--- config.mk ---
export PLATFORM = sky130hd
export DESIGN_NAME = uart_tx_queue_ctrl
export DESIGN_NICKNAME = d
export VERILOG_FILES = /design/src/rtl/uart_tx_queue_ctrl_pkg.sv /design/src/rtl/uart_tx_queue_ctrl.sv
export SDC_FILE = /design/constraint.sdc
export NUM_CORES = 1
export LEC_CHECK = 0
export ABC_CLOCK_PERIOD_IN_PS = 1550
export CAP_MARGIN = 20
export CORE_MARGIN = 2
export CORE_UTILIZATION = 28
export CTS_CLUSTER_SIZE = 10
export DETAILED_ROUTE_END_ITERATION = 8
export PLACE_DENSITY = 0.73
export SLEW_MARGIN = 20
export SYNTH_ARGS = -nofsm -noshare
export SYNTH_HDL_FRONTEND = slang
export SYNTH_SLANG_ARGS = --single-unit
--- constraint.sdc ---
create_clock -name clk -period 1.55 [get_ports clk]
set_clock_uncertainty 0.05 [all_clocks]
set_input_delay 0.155 -clock clk [delete_from_list [all_inputs] [get_ports clk]]
set_output_delay 0.155 -clock clk [all_outputs]
set_load 0.01 [all_outputs]
--- src/rtl/uart_tx_queue_ctrl_pkg.sv ---
// Shared definitions for the UART TX ring-buffer drain controller:
// FSM states, default queue size and the memory-map addresses software uses.
package uart_tx_queue_ctrl_pkg;

    typedef enum logic [1:0] {
        ST_IDLE = 2'd0,
        ST_LOAD = 2'd1,
        ST_SEND = 2'd2
    } state_t;

    localparam int QUEUE_BYTES_DEFAULT = 256;

    localparam logic [31:0] TX_BUFFER_BASE = 32'hff00_0000;
    localparam logic [31:0] TX_QUEUE_TAIL  = 32'hff00_0100;
    localparam logic [31:0] TX_QUEUE_HEAD  = 32'hff00_0104;

    // Little-endian byte lane pick from a 32-bit buffer word.
    function automatic logic [7:0] select_lane(input logic [31:0] word, input logic [1:0] lane);
        logic [7:0] b;
        case (lane)
            2'd0:    b = word[7:0];
            2'd1:    b = word[15:8];
            2'd2:    b = word[23:16];
            default: b = word[31:24];
        endcase
        return b;
    endfunction

endpackage

--- src/rtl/uart_tx_queue_ctrl.sv ---
// Drains bytes from a word-organised TX ring buffer into a UART transmitter,
// one byte per IDLE -> LOAD -> SEND pass, advancing the consumer head on handshake.
module uart_tx_queue_ctrl
    import uart_tx_queue_ctrl_pkg::*;
#(
    parameter int QUEUE_BYTES = QUEUE_BYTES_DEFAULT
) (
    input  logic        clk,
    input  logic        rst,
    input  logic        enable,
    input  logic [31:0] queue_tail,
    output logic [31:0] queue_head,
    output logic [5:0]  buf_addr,
    input  logic [31:0] buf_rdata,
    output logic        tx_valid,
    output logic [7:0]  tx_data,
    input  logic        tx_ready,
    output logic        busy
);

    localparam logic [7:0] HEAD_MASK = 8'(QUEUE_BYTES - 1);

    state_t     state_reg, state_next;
    logic [7:0] head_reg, head_next;
    logic       tx_valid_reg, tx_valid_next;
    logic [7:0] tx_data_reg, tx_data_next;
    logic       unused_tail_bits;

    // Only the low byte of the producer index is meaningful.
    assign unused_tail_bits = ^queue_tail[31:8];

    // The buffer address is presented in IDLE so the word is ready during LOAD.
    assign buf_addr   = head_reg[7:2];
    assign queue_head = {24'd0, head_reg};
    assign tx_valid   = tx_valid_reg;
    assign tx_data    = tx_data_reg;
    assign busy       = (state_reg != ST_IDLE);

    always_ff @(posedge clk) begin
        if (rst) begin
            state_reg    <= ST_IDLE;
            head_reg     <= 8'd0;
            tx_valid_reg <= 1'b0;
            tx_data_reg  <= 8'd0;
        end else begin
            state_reg    <= state_next;
            head_reg     <= head_next;
            tx_valid_reg <= tx_valid_next;
            tx_data_reg  <= tx_data_next;
        end
    end

    always_comb begin
        state_next    = state_reg;
        head_next     = head_reg;
        tx_valid_next = tx_valid_reg;
        tx_data_next  = tx_data_reg;
        case (state_reg)
            ST_IDLE: begin
                if (enable && (head_reg != queue_tail[7:0])) begin
                    state_next = ST_LOAD;
                end
            end
            ST_LOAD: begin
                tx_data_next  = select_lane(buf_rdata, head_reg[1:0]);
                tx_valid_next = 1'b1;
                state_next    = ST_SEND;
            end
            ST_SEND: begin
                if (tx_ready) begin
                    tx_valid_next = 1'b0;
                    head_next     = (head_reg + 8'd1) & HEAD_MASK;
                    state_next    = ST_IDLE;
                end
            end
            default: begin
                state_next = ST_IDLE;
            end
        endcase
    end

endmodule

Word-level counts from Yosys, hierarchy flattened
Cells that the tools add are included.
{"block": "totals", "register_bits": 19, "input_bits": 68, "out_inout_bits": 48, "elab_cells": 26}
{"block": "op_classes", "addsub": 1, "n_eq_ne": 7, "muxes": 6, "reduce_logical": 8}
{"operator": "8-bit case mux with 3 select lines", "count": 1}
{"operator": "8-bit by 1-bit adder with 8-bit output (second input constant)", "count": 1}
{"operator": "8-bit != test", "count": 1}
{"operator": "2-bit case mux with 3 select lines", "count": 1}
{"operator": "2-bit AND reduction", "count": 3}
{"operator": "2-bit by 1-bit == test with 1-bit output (second input constant)", "count": 2}
{"operator": "2-bit == test (second input constant)", "count": 2}
{"operator": "2-bit zero test", "count": 2}
{"operator": "2-bit two-way mux", "count": 2}
{"operator": "2-bit != test (second input constant)", "count": 2}
{"operator": "2-bit nonzero test", "count": 2}
{"operator": "1-bit case mux with 2 select lines", "count": 1}
{"operator": "1-bit logical AND", "count": 1}
{"operator": "1-bit two-way mux", "count": 1}

Depth between registers and ports, before layout
Gate-level depths: netlist of the first run.
{"block": "logic_depth", "ltp_word": 4, "ltp_mapped": 6, "ltp_nobuf": 5}

Worst setup path before layout of the first run
OpenSTA, ideal clock, no wires.
{"block": "synth_path", "path_kind": "reg-to-reg", "from": "reg head_reg[0]", "to": "reg tx_data_reg[2], in the netlist tx_data[2]", "setup_time_ns": 0.117, "t_arrival_ns": 1.538, "t_required_ns": 1.383, "path_slack_ns": -0.155, "path_stages_with_launch": 7, "path_buffers": 1, "synth_period_minus_slack_ns": 1.705, "path_cell_list": "dfxtp_1 inv_1 ha_1 clkbuf_1 a222oi_1 mux2i_1 a22o_1"}
{"block": "synth_via", "elab_chain_cells": 2, "elab_cells_between_ends": 4}
{"element": "start: declaration", "line": "uart_tx_queue_ctrl.sv:24", "rtl": "logic [7:0] head_reg, head_next;"}
{"element": "start signal: assignment", "line": "uart_tx_queue_ctrl.sv:47", "rtl": "head_reg <= head_next;"}
{"element": "2-bit == test (tied with other cells)", "line": "uart_tx_queue_ctrl_pkg.sv:20", "rtl": "case (lane)"}
{"element": "8-bit case mux with 3 select lines *", "line": "uart_tx_queue_ctrl_pkg.sv:20"}
{"element": "end signal: assignment", "line": "uart_tx_queue_ctrl.sv:49", "rtl": "tx_data_reg <= tx_data_next;"}
{"element": "end: declaration", "line": "uart_tx_queue_ctrl.sv:26", "rtl": "logic [7:0] tx_data_reg, tx_data_next;"}
Mark *: on every way between the ends. The rest lies on a longest branch, timed or not.
A chain may end at the register's enable or synchronous reset.

Worst setup path after layout of the first run
{"block": "layout_path", "from": "reg head_reg[1]", "to": "reg tx_data_reg[4], in the netlist tx_data[4]"}
The elaborated chain is that of the path after synthesis.

==> impl_results.md, run 1 <==
* Synthesis-to-finish area growth at 57.6%
* Clk sinks at 19
* First-pass GRT wire length at 5350 µm
* Seq pwr share at 45.2%
* Final setup fails at 0
* Initial antenna violation count at 0
* Hold Path Class: primary input to register
* Drt total wl at 3410 µm
* Arrival @ worst endpoint at 1600 ps
* Cells after Synth at 143
* Startpoint types: register
* Syn avg cell area at 9.00 µm²
* Comb pwr share at 24.7%
* Nets at 284
* Max-cap violations at 0
* Root Driver: clkbuf_8
* #FFs+latches synth at 19
* I/O pin total at 116
* Number of CTS-inserted buffers at 3
* Share of post-route cells with drive strength above 1 at 12.4%
* Worst VDD drop at 0.000301 V
* Slowest stage delay, CP at 380 ps
* Max Buffers Root-to-Sink at 2
* Fin crit period at 1500 ps
* Design Area, Final at 2030 µm²
* Antenna diodes at 0
* Worst rel slew slack at 60.2%
* Fmax at 668 MHz
* RSZ-0062 raised after global routing: true
* Ys Warns at 0
* Worst slew pin tran at 595 ps
* Int Power at 0.000852 W
* Fin Setup TNS at 0 ps
* Status: finished, final reports clean
* Syn Std Cell Area at 1290 µm²
* Avg WL per Cell at 13.0 µm
* Iteration-0 DRC Markers at 114
* Worst path required time at 1650 ps
* Static Leak at 0.885 nW
* CTS tree: yes
* Clock group share of total power at 30.2%
* Starting Density at 29.4%
* Crit Path Class: register to register
* Vias post-DR at 1218
* DIE HEIGHT at 71.8 µm
* GRT Util Overall at 13.0%
* Worst Setup End Kind: register
* Crit path max fanout at 8
* Final Hold Vio Count at 0
* Core Rows at 24
* Clk pin slew, worst setup/hold paths at 70 ps
* Switch Pwr at 0.000290 W
* CP max-delay cell: a222oi_1
* Final period utilization at 96.6%
* Die W at 71.8 µm
* Register area share after synthesis at 29.5%
* Number of global-route vias before repair at 1095
* DP HPWL at 2630 µm
* DRT Pass-1 Iters at 7
* Final Non-Filler Cells at 262
* Clk_lat worst skew at 250 ps
* GRT overflow at 0
* Switching Fraction at 25.4%
* Largest net degree at the start of global routing at 12
* WHS at 386 ps
* Placed Instances at 258
* CORE AREA at 4380 µm²
* Worst path cell trace: inv_2 > ha_4 > a222oi_1 > mux2i_1 > a22o_1
* GP Congestion at 0.735
* PortBufs at 67
* Routed vias/inst at 4.65
* Final Max Tran Viols at 0
* Final ANT Viol Nets at 0
* Power Dens Cells at 562 nW/µm²
* WP buf/inv at 1
* Area of the die at 5160 µm²
* Cell variety after synth at 29
* Top delay family on crit path: compound AO/OA/AOI/OAI gates
* Placed Area at 1930 µm²
* H-tree Lvls at 1
* DRC errors left at 0
==> through the flow <==
step           total power [W]  setup slack [ps]  utilization, %
2_1_floorplan         0.000678              14.8               -
3_3_place_gp          0.000800             -25.3            44.1
3_5_place_dp          0.000802             -31.5            44.1
4_1_cts                0.00115              8.51            45.3
5_1_grt                0.00121             -21.4            46.3
6_report               0.00114              52.9            46.3
==> worst reg2reg max path: stages (launching register included) <==
cell	delay [ps]
dfxtp_4	370
inv_2	60
ha_4	190
a222oi_1	380
mux2i_1	130
a22o_1	210
==> placed cells by master, fill, tap and decap left out, drive strengths merged, types with 2 or more instances in the layout <==
cell type | Yosys | routed
o31ai | 2 | 2
o21ai | 4 | 4
xor2 | 9 | 9
clkdlybuf4s50 | 0 | 64
clkbuf | 5 | 3
mux2i | 9 | 9
nor4 | 2 | 2
nand2 | 2 | 2
a222oi | 8 | 8
dlymetal6s2s | 0 | 2
nand4 | 2 | 2
buf | 30 | 8
ha | 5 | 5
or4 | 2 | 2
a21oi | 6 | 6
conb | 1 | 24
or3 | 3 | 3
nor2 | 6 | 6
dfxtp | 19 | 19
a22o | 8 | 8
inv | 11 | 11
==> Yosys cell counts <==
cell,number,area [µm²]
xor2_1,9,78.8
buf_4,30,225
mux2i_1,9,90.1
a21oi_1,6,30.0
dfxtp_1,19,380
xnor2_1,1,8.76
nand2b_1,1,6.26
o21ai_0,4,20.0
or4_1,2,15.0
a22o_1,8,70.1
nand4_1,2,12.5
or3_1,3,18.8
nand3_1,1,5.00
or2_2,1,6.26
ha_1,5,62.6
inv_1,11,41.3
and2b_1,1,7.51
clkbuf_1,5,18.8
nand4b_1,1,8.76
nor2_1,5,18.8
a2111oi_0,1,8.76
o31ai_1,2,15.0
nand2_1,2,7.51
a222oi_1,8,80.1
nand3b_4,1,20.0
or3b_1,1,8.76
nor2_2,1,6.26
nor4_1,2,12.5
conb_1,1,3.75
==> per-layer routing <==
metal  track usage (%)  wire (µm)  up-vias
met5                 0          0        -
met4              3.77         42        0
met3              3.23        218        4
met2              22.9       1710       58
met1              15.6       1440      562
li1                  -          -      594
==> cell type report <==
class,count,area (µm²)
fill,412,2350
clock buffer,3,41.3
multi-input combinational,101,748
sequential,19,392
tap,52,65.1
timing repair buffer,75,734
clock inverter,1,5.00
inverter,11,43.8
==> path summary, 6_finish.rpt <==
path,start,end,slack [ps],depth (start not counted)
max,head_reg[1]$_SDFFE_PP0P_,tx_data[4]$_SDFFE_PP0P_,50,5
min,enable,state_reg[0]$_SDFFE_PP0P_,390,3
max reg2reg,head_reg[1]$_SDFFE_PP0P_,tx_data[4]$_SDFFE_PP0P_,50,5
min reg2reg,tx_data[6]$_SDFFE_PP0P_,tx_data[6]$_SDFFE_PP0P_,430,1
==> power groups by stage <==
stage                     clock, W  sequential [W]  combinational (W)
after floorplan                  0        0.000533           0.000145
after global placement           0        0.000525           0.000274
after detailed placement         0        0.000526           0.000276
after CTS                 0.000353        0.000514           0.000278
after global routing      0.000385        0.000518           0.000305
final                     0.000344        0.000516           0.000282
==> kinds of logic after synthesis <==
| family | share of synthesized area [%] |
|---|---|
| other cells | 0.291 |
| fa+ha+maj | 4.86 |
| mux | 7.00 |
| simple gates | 12.0 |
| xor+xnor | 6.80 |
| compound gates | 17.4 |
| buf+inv | 22.2 |
| flops | 29.5 |
==> repair_timing <==
action	in CTS	in global routing
pin swaps	1	4
setup endpoints to repair	9	13
gates resized for setup	5	11
hold buffers	0	0
setup buffers	0	0
Power figures use the tool's default switching activity.
==> run 2: changes to the inputs <==
- CAP_MARGIN: 20 -> 10
- GPL_TIMING_DRIVEN: unset -> 0
==> impl_results.md, run 2 (synthesis gave the netlist of run 1 again) <==
* CORE AREA at 4380 µm²
* Static Leak at 1.03 nW
* Synthesis-to-finish area growth at 75.7%
* Worst path required time at 1650 ps
* GRT overflow at 0
* Cts hold-fix bufs at 0
* Initial antenna violation count at 0
* Area of the die at 5160 µm²
* Max Buffers Root-to-Sink at 2
* Number of CTS-inserted buffers at 3
* Die W at 71.8 µm
* RSZ-0062 raised after global routing: true
* Worst hold path depth at 3
* GRT Util Overall at 12.9%
* DIE HEIGHT at 71.8 µm
* Final Max Tran Viols at 0
* Core Rows at 24
* Root Driver: clkbuf_8
* Depth of the most critical reg-to-reg path at 5
* Crit Path Class: register to register
* Crit path max fanout at 8
* Drt total wl at 3490 µm
* Clk_lat worst skew at 250 ps
* Nets at 314
* Most frequent cells in the layout: clkdlybuf4s50_1, buf_4, conb_1, inv_1, dfxtp_1
* Number of global-route vias before repair at 1162
* Worst VDD drop at 0.000258 V
* R2R Setup Slk at 30 ps
* Final ANT Viol Nets at 0
* Antenna diodes at 0
* Avg WL per Cell at 12.0 µm
* Worst rel slew slack at 63.0%
* Fill cells at 415
* Power Dens Cells at 520 nW/µm²
* Routed vias/inst at 4.32
* I/O pin total at 116
* H-tree Lvls at 1
* GP Congestion at 0.766
* Final period utilization at 98.1%
* Design Area, Final at 2260 µm²
* Hold Path Class: primary input to register
* Startpoint types: register
* Starting Density at 29.4%
* Overall power at 0.00118 W
* Hold path start: enable
* Worst slew pin tran at 553 ps
* Share of post-route cells with drive strength above 1 at 24.6%
* Worst reg2reg path startpoint: head_reg[0]$_SDFFE_PP0P_
* Placed Area at 2120 µm²
* DRT Pass-1 Iters at 6
* Final setup fails at 0
* Clk pin slew, worst setup/hold paths at 70 ps
* Status: finished, final reports clean
* Vias post-DR at 1261
* Largest net degree at the start of global routing at 12
* PortBufs at 67
* Iteration-0 DRC Markers at 108
* Hold path endpoint: state_reg[0]$_SDFFE_PP0P_
* Max-cap violations at 0
* Final Hold Vio Count at 0
* Fmax at 657 MHz
* Clk sinks at 19
* Most common cell after layout, fill and taps aside: clkdlybuf4s50_1
* Fin crit period at 1520 ps
* DRC errors left at 0
* Placement Setup Slack at -183 ps
* DP HPWL at 2730 µm
* CTS tree: yes
* Worst Setup End Kind: register
* Setup ws final at 28.8 ps
* Arrival @ worst endpoint at 1620 ps
* First-pass GRT wire length at 5380 µm
* R2r endpoint: tx_data[1]$_SDFFE_PP0P_
-- run 2: where the power goes --
part / switching, W / internal (W)
clock network: 0.000163 / 0.000179
logic: 0.000116 / 0.000207
registers: 0.0000130 / 0.000498
-- run 2: how the worst max path moves through the flow --
stage / from / end / slack, ps
after global routing: head_reg[0]$_SDFFE_PP0P_ / tx_data[1]$_SDFFE_PP0P_ / -70
after CTS: head_reg[0]$_SDFFE_PP0P_ / tx_data[1]$_SDFFE_PP0P_ / -10
after floorplan: head_reg[0]$_SDFFE_PP0P_ / tx_data[2]$_SDFFE_PP0P_ / 10
final: head_reg[0]$_SDFFE_PP0P_ / tx_data[1]$_SDFFE_PP0P_ / 30
after detailed placement: head_reg[0]$_SDFFE_PP0P_ / tx_data[1]$_SDFFE_PP0P_ / -180
after global placement: head_reg[0]$_SDFFE_PP0P_ / tx_data[1]$_SDFFE_PP0P_ / -180
-- run 2: what timing repair did --
action                     CTS  global route
pin swaps                    8             5
gates resized for setup     15             7
setup buffers                4             3
setup endpoints to repair   16            14
-- run 2: routing by layer --
layer / part of all wire [%] / GRT usage [%] / vias to the layer above / wire length [µm]
met3: 6.7 / 2.81 / 2 / 233
met2: 53 / 23.6 / 46 / 1840
met5: 0 / 0 / - / 0
li1: - / - / 652 / -
met4: 0.83 / 3.14 / 0 / 29
met1: 40 / 15.1 / 561 / 1390
-- run 2: metrics by stage --
step	cells	util [%]	hold slack, ps	setup TNS, ps
2_1_floorplan	166	-	195	0
4_1_cts	290	50.7	390	-10.0
6_report	292	51.6	387	0
5_1_grt	292	51.6	420	-418
3_5_place_dp	285	48.3	417	-1540
3_3_place_gp	285	48.3	410	-1390
-- run 2: area by class of cell --
cell class | count | area (µm²) | share of cell area [%]
Buffer | 31 | 229 | 10.1
Clock buffer | 3 | 41.3 | 1.83
Clock inverter | 1 | 5.00 | 0.221
Inverter | 11 | 45.0 | 1.99
Multi-Input combinational cell | 101 | 751 | 33.2
Sequential cell | 19 | 404 | 17.9
Tap cell | 52 | 65.1 | 2.88
Timing Repair Buffer | 74 | 722 | 31.9
-- run 2: worst max-delay path, cell delays in order (launching register included) --
cell and delay [ps]:
dfxtp_4 380, clkinvlp_4 140, ha_4 220, a222oi_1 310, mux2i_1 130, a22o_1 200
==> run 3: changes to the inputs <==
- PLACE_DENSITY: 0.73 -> 0.83
==> impl_results.md, run 3 (synthesis gave the netlist of run 1 again) <==
* Worst rel slew slack at 61.5%
* Crit. Startpoint: head_reg[1]$_SDFFE_PP0P_
* Avg WL per Cell at 12.2 µm
* RSZ-0062 raised after global routing: true
* DRT Pass-1 Iters at 4
* Depth of the most critical reg-to-reg path at 5
* Final period utilization at 101%
* Worst hold path depth at 3
* R2r endpoint: tx_data[4]$_SDFFE_PP0P_
* Final Hold Vio Count at 0
* GRT overflow at 0
* Nets at 312
* CTS tree: yes
* Core Rows at 24
* I/O pin total at 116
* CP max-delay cell: a222oi_1
* Hold path endpoint: state_reg[0]$_SDFFE_PP0P_
* R2R Setup Slk at -10 ps
* Startpoint types: register
* Fin crit period at 1560 ps
* WP buf/inv at 1
* Fmax at 640 MHz
* Worst path cell trace: inv_1 > ha_2 > a222oi_1 > mux2i_1 > a22o_1
* Arrival @ worst endpoint at 1670 ps
* Number of CTS-inserted buffers at 3
* Placed Area at 2120 µm²
* Cts hold-fix bufs at 0
* DP HPWL at 2660 µm
* Worst reg2reg path startpoint: head_reg[1]$_SDFFE_PP0P_
* Hold path start: enable
* Iteration-0 DRC Markers at 94
* Routed vias/inst at 4.52
* PortBufs at 67
* Largest net degree at the start of global routing at 11
* Clk sinks at 19
* Design Area, Final at 2240 µm²
* Crit path max fanout at 8
* Final Max Tran Viols at 0
* Vias post-DR at 1310
* Synthesis-to-finish area growth at 74.2%
* Worst Setup End Kind: register
* Worst slew pin tran at 578 ps
* DRC errors left at 0
* Number of global-route vias before repair at 1138
* Clk_lat worst skew at 250 ps
* Max-cap violations at 0
* Static Leak at 0.996 nW
* Crit Path Class: register to register
* Share of post-route cells with drive strength above 1 at 22.3%
* Worst path required time at 1650 ps
* Slowest stage delay, CP at 380 ps
* Antenna diodes at 0
* Failing checks: setup timing
* Most common cell after layout, fill and taps aside: clkdlybuf4s50_1
* Overall power at 0.00118 W
* Hold Path Class: primary input to register
* Worst VDD drop at 0.000251 V
* Drt total wl at 3540 µm
* Power Dens Cells at 528 nW/µm²
* DIE HEIGHT at 71.8 µm
* Die W at 71.8 µm
* Final ANT Viol Nets at 0
* Starting Density at 29.4%
* WHS at 404 ps
* H-tree Lvls at 1
* Final setup fails at 2
* Initial antenna violation count at 0
* First-pass GRT wire length at 5260 µm
* Top delay family on crit path: compound AO/OA/AOI/OAI gates
* Most frequent cells in the layout: clkdlybuf4s50_1, buf_4, conb_1, dfxtp_1, inv_1
* Setup ws final at -12.4 ps
* GRT Util Overall at 12.8%
* GP Congestion at 0.693
* Root Driver: clkbuf_8
* Status: complete, but fails checks
* CORE AREA at 4380 µm²
* Area of the die at 5160 µm²
* Clk pin slew, worst setup/hold paths at 70 ps
* Max Buffers Root-to-Sink at 2
[run 3: changes by cell type in the layout (fill, tap and decap cells not counted)]
cell	previous run	this run
clkinv_2	1	0
dfxtp_1	10	11
dlymetal6s2s_1	1	0
ha_2	0	1
buf_4	38	33
clkdlybuf4s50_1	64	66
ha_4	3	2
buf_12	0	1
clkbuf_1	1	3
dfxtp_2	4	3
[run 3: timing repair]
item | 4_1_cts | 5_1_grt
setup endpoints to repair | 15 | 14
pin swaps | 5 | 3
gates resized for setup | 13 | 5
buffers inserted | 3 | 1
[run 3: through the flow]
step | setup TNS (ps) | utilization (%) | setup WS (ps) | cells
6_report | -16.3 | 51.2 | -12.4 | 290
5_1_grt | -525 | 51.2 | -76.4 | 290
4_1_cts | -21.9 | 50.7 | -19.5 | 289
3_5_place_dp | -1350 | 48.3 | -153 | 285
3_3_place_gp | -1170 | 48.3 | -151 | 285
2_1_floorplan | 0 | - | 14.8 | 166
[run 3: power by group]
group	switching, W	internal [W]
registers	0.0000130	0.000498
clock network	0.000168	0.000183
logic	0.000117	0.000206
[run 3: worst max path at each step]
stage,endpoint,cells after the start,slack [ps]
after floorplan,tx_data[2]$_SDFFE_PP0P_,6,10
after global placement,tx_data[7]$_SDFFE_PP0P_,6,-150
after detailed placement,tx_data[4]$_SDFFE_PP0P_,6,-150
after CTS,tx_data[4]$_SDFFE_PP0P_,5,-20
after global routing,tx_data[7]$_SDFFE_PP0P_,5,-80
final,tx_data[4]$_SDFFE_PP0P_,5,-10
[run 3: per-layer routing]
layer  GRT usage, %  up-vias  routed length (µm)
li1               -      654                   -
met4           5.66        0                  49
met5              0        -                   0
met3           1.69        6                 220
met2           23.6       52                1860
met1           14.6      598                1410
[run 3: tightest hold or removal path, stage by stage]
cell and delay (ps):
clkdlybuf4s50_1 410, inv_1 50, a2111oi_0 50
[run 3: cell type report]
cell class / count / area, µm²
Sequential cell: 19 / 403
Fill cell: 394 / 2140
Multi-Input combinational cell: 101 / 741
Inverter: 11 / 45.0
Timing Repair Buffer: 71 / 712
Buffer: 32 / 233
Clock buffer: 4 / 45.0
Tap cell: 52 / 65.1
